<file path="src/rtl/hazard_unit_mc_pkg.sv">
// Shared types for the hazard/forwarding controller:
// multi-cycle FSM states, forward-select constants and the stall/flush bundle.
package hazard_unit_mc_pkg;

  typedef enum logic [1:0] {
    MC_IDLE = 2'd0,
    MC_BUSY = 2'd1,
    MC_DONE = 2'd2
  } mc_state_t;

  localparam int FWD_SEL_RF = 0;

  typedef struct packed {
    logic stall_f;
    logic stall_d;
    logic stall_e;
    logic flush_d;
    logic flush_e;
    logic flush_m;
  } hazard_ctrl_t;

endpackage

</file>
<file path="src/rtl/hazard_unit_mc_if.sv">
// Datapath <-> hazard unit bundle.
// master = datapath side, slave = hazard unit side.
interface hazard_unit_mc_if #(
  parameter int NUM_FWD = 2,
  parameter int REG_W   = 5
);
  localparam int SEL_W = $clog2(NUM_FWD + 1);

  logic [REG_W-1:0]         rs_d;
  logic [REG_W-1:0]         rt_d;
  logic [REG_W-1:0]         rs_e;
  logic [REG_W-1:0]         rt_e;
  logic [REG_W-1:0]         write_reg_e;
  logic                     reg_write_e;
  logic                     mem_to_reg_e;
  logic [NUM_FWD*REG_W-1:0] fwd_reg;
  logic [NUM_FWD-1:0]       fwd_we;
  logic                     mc_req_e;
  logic                     branch_taken_m;

  logic                     stall_f;
  logic                     stall_d;
  logic                     stall_e;
  logic                     flush_d;
  logic                     flush_e;
  logic                     flush_m;
  logic [SEL_W-1:0]         fwd_a;
  logic [SEL_W-1:0]         fwd_b;
  logic                     mc_busy;
  logic                     mc_done;

  modport master (
    output rs_d, rt_d, rs_e, rt_e,
    output write_reg_e, reg_write_e, mem_to_reg_e,
    output fwd_reg, fwd_we, mc_req_e, branch_taken_m,
    input  stall_f, stall_d, stall_e,
    input  flush_d, flush_e, flush_m,
    input  fwd_a, fwd_b, mc_busy, mc_done
  );

  modport slave (
    input  rs_d, rt_d, rs_e, rt_e,
    input  write_reg_e, reg_write_e, mem_to_reg_e,
    input  fwd_reg, fwd_we, mc_req_e, branch_taken_m,
    output stall_f, stall_d, stall_e,
    output flush_d, flush_e, flush_m,
    output fwd_a, fwd_b, mc_busy, mc_done
  );

endinterface

</file>
<file path="src/rtl/hazard_unit_mc_fwd_select.sv">
// Picks the youngest forwarding source whose dest matches src.
// 0 = register file, k = source k-1; r0 is never forwarded.
module hazard_unit_mc_fwd_select
  import hazard_unit_mc_pkg::*;
#(
  parameter int NUM_FWD = 2,
  parameter int REG_W   = 5,
  parameter int SEL_W   = $clog2(NUM_FWD + 1)
) (
  input  logic [REG_W-1:0]         src,
  input  logic [NUM_FWD*REG_W-1:0] regs,
  input  logic [NUM_FWD-1:0]       we,
  output logic [SEL_W-1:0]         sel
);

  // Scan oldest to youngest so the youngest match overwrites.
  always_comb begin
    sel = SEL_W'(FWD_SEL_RF);
    for (int k = NUM_FWD - 1; k >= 0; k--) begin
      if (we[k] && regs[k*REG_W +: REG_W] == src &&
          src != '0) begin
        sel = SEL_W'(k + 1);
      end
    end
  end

endmodule

</file>
<file path="src/rtl/hazard_unit_mc.sv">
// Hazard/forwarding controller: N-source forwarding, load-use
// bubbles, multi-cycle E occupancy FSM and branch-redirect flush.
module hazard_unit_mc
  import hazard_unit_mc_pkg::*;
#(
  parameter int NUM_FWD = 2,
  parameter int REG_W   = 5,
  parameter int MC_LAT  = 4
) (
  input  logic            clk,
  input  logic            reset,
  hazard_unit_mc_if.slave hz
);

  localparam int SEL_W = $clog2(NUM_FWD + 1);
  localparam logic [7:0] CNT_INIT = 8'(MC_LAT - 2);

  mc_state_t    state;
  logic [7:0]   cnt;
  logic         br_c;
  logic         mc_stall;
  logic         lu;
  logic         lu_hit;
  hazard_ctrl_t ctrl;
  logic [SEL_W-1:0] sel_a;
  logic [SEL_W-1:0] sel_b;

  hazard_unit_mc_fwd_select #(
    .NUM_FWD (NUM_FWD),
    .REG_W   (REG_W),
    .SEL_W   (SEL_W)
  ) u_fwd_a (
    .src  (hz.rs_e),
    .regs (hz.fwd_reg),
    .we   (hz.fwd_we),
    .sel  (sel_a)
  );

  hazard_unit_mc_fwd_select #(
    .NUM_FWD (NUM_FWD),
    .REG_W   (REG_W),
    .SEL_W   (SEL_W)
  ) u_fwd_b (
    .src  (hz.rt_e),
    .regs (hz.fwd_reg),
    .we   (hz.fwd_we),
    .sel  (sel_b)
  );

  // A taken branch aborts any wrong-path multi-cycle op.
  always_ff @(posedge clk) begin
    if (reset || hz.branch_taken_m) begin
      state <= MC_IDLE;
      cnt   <= '0;
    end else begin
      unique case (state)
        MC_IDLE: begin
          if (hz.mc_req_e) begin
            if (MC_LAT == 2) begin
              state <= MC_DONE;
            end else begin
              state <= MC_BUSY;
              cnt   <= CNT_INIT;
            end
          end
        end
        MC_BUSY: begin
          if (cnt == 8'd1) begin
            state <= MC_DONE;
            cnt   <= '0;
          end else begin
            cnt <= cnt - 8'd1;
          end
        end
        MC_DONE: state <= MC_IDLE;
        default: begin
          state <= MC_IDLE;
          cnt   <= '0;
        end
      endcase
    end
  end

  assign br_c = !reset && hz.branch_taken_m;

  assign mc_stall = !reset && !hz.branch_taken_m &&
                    ((state == MC_IDLE && hz.mc_req_e) ||
                     state == MC_BUSY);

  assign lu_hit = hz.write_reg_e == hz.rs_d ||
                  hz.write_reg_e == hz.rt_d;

  assign lu = !reset && !hz.branch_taken_m && !mc_stall &&
              hz.mem_to_reg_e && hz.reg_write_e &&
              hz.write_reg_e != '0 && lu_hit;

  // Qualifiers above are mutually exclusive, highest priority first.
  always_comb begin
    ctrl = '0;
    unique case (1'b1)
      reset: begin
        ctrl.flush_d = 1'b1;
        ctrl.flush_e = 1'b1;
        ctrl.flush_m = 1'b1;
      end
      br_c: begin
        ctrl.flush_d = 1'b1;
        ctrl.flush_e = 1'b1;
      end
      mc_stall: begin
        ctrl.stall_f = 1'b1;
        ctrl.stall_d = 1'b1;
        ctrl.stall_e = 1'b1;
        ctrl.flush_m = 1'b1;
      end
      lu: begin
        ctrl.stall_f = 1'b1;
        ctrl.stall_d = 1'b1;
        ctrl.flush_e = 1'b1;
      end
      default: ctrl = '0;
    endcase
  end

  assign hz.stall_f = ctrl.stall_f;
  assign hz.stall_d = ctrl.stall_d;
  assign hz.stall_e = ctrl.stall_e;
  assign hz.flush_d = ctrl.flush_d;
  assign hz.flush_e = ctrl.flush_e;
  assign hz.flush_m = ctrl.flush_m;
  assign hz.fwd_a   = reset ? SEL_W'(FWD_SEL_RF) : sel_a;
  assign hz.fwd_b   = reset ? SEL_W'(FWD_SEL_RF) : sel_b;
  assign hz.mc_busy = mc_stall;
  assign hz.mc_done = !reset && !hz.branch_taken_m &&
                      state == MC_DONE;

endmodule

</file>
<file path="src/flat_wrapper.sv">
// flat-port wrapper written by rule: the top's interface ports become plain ports
module hazard_unit_mc_flat import hazard_unit_mc_pkg::*;
#(
  parameter int NUM_FWD = 2,
  parameter int REG_W   = 5,
  parameter int MC_LAT  = 4
)
  (clk, reset, hz_rs_d, hz_rt_d, hz_rs_e, hz_rt_e, hz_write_reg_e, hz_reg_write_e, hz_mem_to_reg_e, hz_fwd_reg, hz_fwd_we, hz_mc_req_e, hz_branch_taken_m, hz_stall_f, hz_stall_d, hz_stall_e, hz_flush_d, hz_flush_e, hz_flush_m, hz_fwd_a, hz_fwd_b, hz_mc_busy, hz_mc_done);
  hazard_unit_mc_if #(.NUM_FWD(NUM_FWD), .REG_W(REG_W)) hz_i ();
  input  logic clk;
  input  logic reset;
  input wire logic [$bits(hz_i.rs_d)-1:0] hz_rs_d;
  input wire logic [$bits(hz_i.rt_d)-1:0] hz_rt_d;
  input wire logic [$bits(hz_i.rs_e)-1:0] hz_rs_e;
  input wire logic [$bits(hz_i.rt_e)-1:0] hz_rt_e;
  input wire logic [$bits(hz_i.write_reg_e)-1:0] hz_write_reg_e;
  input wire logic [$bits(hz_i.reg_write_e)-1:0] hz_reg_write_e;
  input wire logic [$bits(hz_i.mem_to_reg_e)-1:0] hz_mem_to_reg_e;
  input wire logic [$bits(hz_i.fwd_reg)-1:0] hz_fwd_reg;
  input wire logic [$bits(hz_i.fwd_we)-1:0] hz_fwd_we;
  input wire logic [$bits(hz_i.mc_req_e)-1:0] hz_mc_req_e;
  input wire logic [$bits(hz_i.branch_taken_m)-1:0] hz_branch_taken_m;
  output wire logic [$bits(hz_i.stall_f)-1:0] hz_stall_f;
  output wire logic [$bits(hz_i.stall_d)-1:0] hz_stall_d;
  output wire logic [$bits(hz_i.stall_e)-1:0] hz_stall_e;
  output wire logic [$bits(hz_i.flush_d)-1:0] hz_flush_d;
  output wire logic [$bits(hz_i.flush_e)-1:0] hz_flush_e;
  output wire logic [$bits(hz_i.flush_m)-1:0] hz_flush_m;
  output wire logic [$bits(hz_i.fwd_a)-1:0] hz_fwd_a;
  output wire logic [$bits(hz_i.fwd_b)-1:0] hz_fwd_b;
  output wire logic [$bits(hz_i.mc_busy)-1:0] hz_mc_busy;
  output wire logic [$bits(hz_i.mc_done)-1:0] hz_mc_done;
  assign hz_i.rs_d = hz_rs_d;
  assign hz_i.rt_d = hz_rt_d;
  assign hz_i.rs_e = hz_rs_e;
  assign hz_i.rt_e = hz_rt_e;
  assign hz_i.write_reg_e = hz_write_reg_e;
  assign hz_i.reg_write_e = hz_reg_write_e;
  assign hz_i.mem_to_reg_e = hz_mem_to_reg_e;
  assign hz_i.fwd_reg = hz_fwd_reg;
  assign hz_i.fwd_we = hz_fwd_we;
  assign hz_i.mc_req_e = hz_mc_req_e;
  assign hz_i.branch_taken_m = hz_branch_taken_m;
  assign hz_stall_f = hz_i.stall_f;
  assign hz_stall_d = hz_i.stall_d;
  assign hz_stall_e = hz_i.stall_e;
  assign hz_flush_d = hz_i.flush_d;
  assign hz_flush_e = hz_i.flush_e;
  assign hz_flush_m = hz_i.flush_m;
  assign hz_fwd_a = hz_i.fwd_a;
  assign hz_fwd_b = hz_i.fwd_b;
  assign hz_mc_busy = hz_i.mc_busy;
  assign hz_mc_done = hz_i.mc_done;
  hazard_unit_mc #(.NUM_FWD(NUM_FWD), .REG_W(REG_W), .MC_LAT(MC_LAT)) u_core (.clk(clk), .reset(reset), .hz(hz_i));
endmodule
</file>
<file path="config.mk">
export PLATFORM = sky130hd
export DESIGN_NAME = hazard_unit_mc_flat
export DESIGN_NICKNAME = d
export VERILOG_FILES = /design/src/rtl/hazard_unit_mc_pkg.sv /design/src/rtl/hazard_unit_mc_if.sv /design/src/rtl/hazard_unit_mc_fwd_select.sv /design/src/rtl/hazard_unit_mc.sv /design/src/flat_wrapper.sv
export SDC_FILE = /design/constraint.sdc
export NUM_CORES = 1
export LEC_CHECK = 0
export BUFFER_PORTS_ARGS = -buffer_cell sky130_fd_sc_hd__buf_2
export CORE_UTILIZATION = 44
export CTS_CLUSTER_DIAMETER = 200
export CTS_CLUSTER_SIZE = 16
export DETAILED_ROUTE_END_ITERATION = 16
export GPL_TIMING_DRIVEN = 0
export PLACE_DENSITY = 0.76
export SYNTH_ARGS = -nofsm -noshare
export SYNTH_HDL_FRONTEND = slang
export SYNTH_HIERARCHICAL = 1
export SYNTH_SLANG_ARGS = --single-unit
</file>
<file path="constraint.sdc">
create_clock -name clk -period 2.96 [get_ports clk]
set_clock_uncertainty 0.1 [all_clocks]
set_input_delay 0.888 -clock clk [delete_from_list [all_inputs] [get_ports clk]]
set_output_delay 0.888 -clock clk [all_outputs]
set_load 0.02 [all_outputs]
</file>
==> metrics.md <==
| Metric | Value |
|---|---|
| CORE AREA | `0.00221 mm²` |
| Fin Hold WS | `0.439 ns` |
| Cell Area, Synth | `0.00103 mm²` |
| Mapped Cells | `124` |
| Via density per instance | `5.10` |
| Via count | `1,081` |
| Syn Nets | `169` |
| Antenna diode count | `0` |
| CTS Buf Count | `3` |
| Largest net degree at the start of global routing | `11` |
| Design internal power | `276 µW` |
| Clock Latency Late Sink | `0.26 ns` |
| RSZ-0062 raised after global routing | `true` |
| Seq/Total Area, Yosys | `0.195` |
| Post-synth top area share | `0.195` |
| Final WS setup | `-0.113 ns` |
| Vias in the first global route | `1,029` |
| WL per Instance | `12.0 µm` |
| Slew Limit Headroom | `0.707` |
| Fmax | `325 MHz` |
| P_leak | `0.671 nW` |
| CTS Sinks | `10` |
| YS warnings | `6` |
| Critical path's slowest cell | `or4_4` |
| Hold Crit Class | `reg -> reg` |
| Largest area contributor in the netlist | `dfxtp_1` |
| GRT Total Usage | `0.205` |
| Final worst-path cycle share | `1.04` |
| Fillers | `179` |
| Die Wd | `50.3 µm` |
| Critical path endpoint category | `primary output` |
| Switching Share | `0.338` |
| 1st-iter DRT viols | `7` |
| Port Buffers | `54` |
| Clk buf depth | `2` |
| # rows | `17` |
| Avg Cell Area, Syn | `8.27 µm²` |
| Share of cells above drive strength 1 | `0.424` |
| Clock Power Share | `0.220` |
| DRC Markers | `0` |
| CP Cell Sequence | `buf_8, or4_4, nor2_4, and3b_1, nor2b_1, buf_4` |
| Post-CTS Hold Buffers | `0` |
| Detailed Place HPWL | `2080 µm` |
| P per Cell Area | `280 mW/mm²` |
| Combinational Power Share | `0.428` |
| Failing checks | `negative setup slack` |
| CTS tree | `done` |
| Ranking of synthesized cells by area | `dfxtp_1 (20%), xor2_1 (19%), xnor2_1 (13%)` |
| Critical path class | `in -> out` |
| Area grow syn2layout | `45.4%` |
| Data arrival, critical path | `2.09 ns` |
| #FFs+latches synth | `10` |
| Grt total ovfl | `0` |
| Crit path largest cell delay | `0.54 ns` |
| Detailed Routing Iterations Pass 1 | `4` |
| Max_cap viols | `0` |
| Switching power | `141 µW` |
| Hold Vio Cnt, Final | `0` |
| Status | `finished, violations left` |
| Tmin final | `3.07 ns` |
| Clk Tree Root Cell | `clkbuf_4` |
| Die height | `50.3 µm` |
| Setup violations, final | `4` |
| Slew @ Worst Pin | `0.438 ns` |
| Final net count | `231` |
| Cells after DPL | `206` |
| Setup TNS Final | `-0.342 ns` |
| Final instance count without filler cells | `212` |
| Die footprint | `0.00253 mm²` |
| Req. time, crit path | `1.97 ns` |
| Worst vdd ir | `0.169 mV` |
| Reg clk slew, reported paths | `0.06 ns` |
| Initial antenna violation count | `0` |
| Final slew viol count | `0` |
| Post-synthesis cell type count | `33` |
| Area of the multi-input gates | `843 µm²` |
| RePlAce Congestion | `0.809` |
| Crit Path Max Fanout | `3` |
| H-tree levels | `1` |
| First-pass GRT wire length | `3960 µm` |
| Final Routed Wirelength | `2530 µm` |
| Register share of total power | `0.351` |
| Antenna viol nets, final | `0` |
| Crit path launch type | `input port` |
| Initial core utilization | `0.464` |
| Reg area | `200 µm²` |
| Top-Level Pins | `55` |
## area by class of cell
| type | count | area share |
|---|---|---|
| Buffer | 3 | 0.0134 |
| Clock buffer | 3 | 0.0151 |
| Inverter | 8 | 0.0201 |
| Multi-Input combinational cell | 103 | 0.565 |
| Sequential cell | 10 | 0.134 |
| Tap cell | 28 | 0.0235 |
| Timing Repair Buffer | 57 | 0.228 |
## power by group through the flow
stage | Combinational, mW | Sequential (mW) | Clock, mW
2_1_floorplan | 0.0988 | 0.149 | 0
3_3_place_gp | 0.155 | 0.149 | 0
3_5_place_dp | 0.161 | 0.150 | 0
4_1_cts | 0.168 | 0.147 | 0.0956
5_1_grt | 0.194 | 0.147 | 0.106
6_report | 0.179 | 0.147 | 0.0919
## placed cells by master (no fill, tap or decap), types with 2 or more instances in the layout
cell type	instances
buf_8	3
dfxtp_1	10
nand4_1	4
xor2_2	2
o21ai_1	2
nand2_1	3
nor4_2	2
ha_1	2
nor3_1	4
nor2_1	14
xnor2_1	15
and3b_1	2
buf_6	2
and2_1	3
xor2_1	20
inv_1	8
or4_4	2
clkbuf_4	3
nor2b_1	4
buf_4	7
o211ai_1	4
nor2_4	2
buf_2	48
## worst max-delay path: cells and delay by family
| kind | cells | cell delay, ns |
|---|---|---|
| buffers and inverters | 2 | 0.26 |
| AND/OR/NAND/NOR | 4 | 0.94 |
## state kept, by name, indices dropped and copies added (netlist names)
name,cells
u_core/cnt,8
u_core/state,2
## worst paths after layout
path	slack, ns	start	cells past startpoint	end
worst min-delay path	0.44	u_core/cnt[7]	2	u_core/cnt[7]
worst min register to register	0.44	u_core/cnt[7]	2	u_core/cnt[7]
worst max-delay path	-0.11	hz_rt_e[3]	6	hz_fwd_b[0]
worst max register to register	1.46	u_core/state[1]	4	u_core/cnt[7]
## layer usage
| layer | up-vias | wire length [µm] | track usage |
|---|---|---|---|
| met2 | 36 | 1400 | 0.409 |
| met4 | 0 | 44 | 0.0926 |
| met3 | 7 | 128 | 0.0303 |
| li1 | 550 | - | - |
| met5 | - | 0 | 0 |
| met1 | 488 | 959 | 0.203 |
## timing repair
| action | 4_1_cts | 5_1_grt |
|---|---|---|
| pin swaps | 4 | 5 |
| buffers inserted | 1 | 2 |
| setup endpoints to repair | 4 | 7 |
| resized for setup | 13 | 18 |
## cell usage after synthesis
library cell,instances
nor2b_1,6
nor2_1,16
or3_1,1
xnor2_1,15
buf_2,1
nor4_4,1
nor3b_1,1
or4_1,2
nor3_1,4
o21bai_1,1
a22oi_4,1
o21ai_1,2
o211ai_1,4
o21ai_0,1
o22ai_1,1
nand2_1,3
inv_1,8
and3b_1,2
o2111ai_1,1
buf_4,2
nand4_1,4
nand4b_4,1
ha_1,2
a2111oi_0,2
a21oi_1,1
nor4b_2,1
dfxtp_1,10
and2_1,3
mux2i_1,1
xor2_1,22
a22oi_1,1
nand2b_1,1
nor4_1,2
## stage by stage
step	total power, mW	instance area (µm²)	setup WS (ns)	util
6_report	0.417	1490	-0.113	0.674
4_1_cts	0.410	1400	-0.126	0.635
2_1_floorplan	0.247	1030	0.0554	-
3_3_place_gp	0.304	1330	-0.128	0.602
5_1_grt	0.447	1490	-0.149	0.674
3_5_place_dp	0.310	1330	-0.133	0.602
## cell families after synthesis
family,Yosys count,share of synthesized area
muxes,1,0.00976
xor gates and xnor gates,37,0.316
and+or+nand+nor,48,0.290
AOI/OAI and AO/OA,15,0.116
buffers and inverters,11,0.0488
DFF,10,0.195
adders and majority gates,2,0.0244
Power figures use the tool's default switching activity.
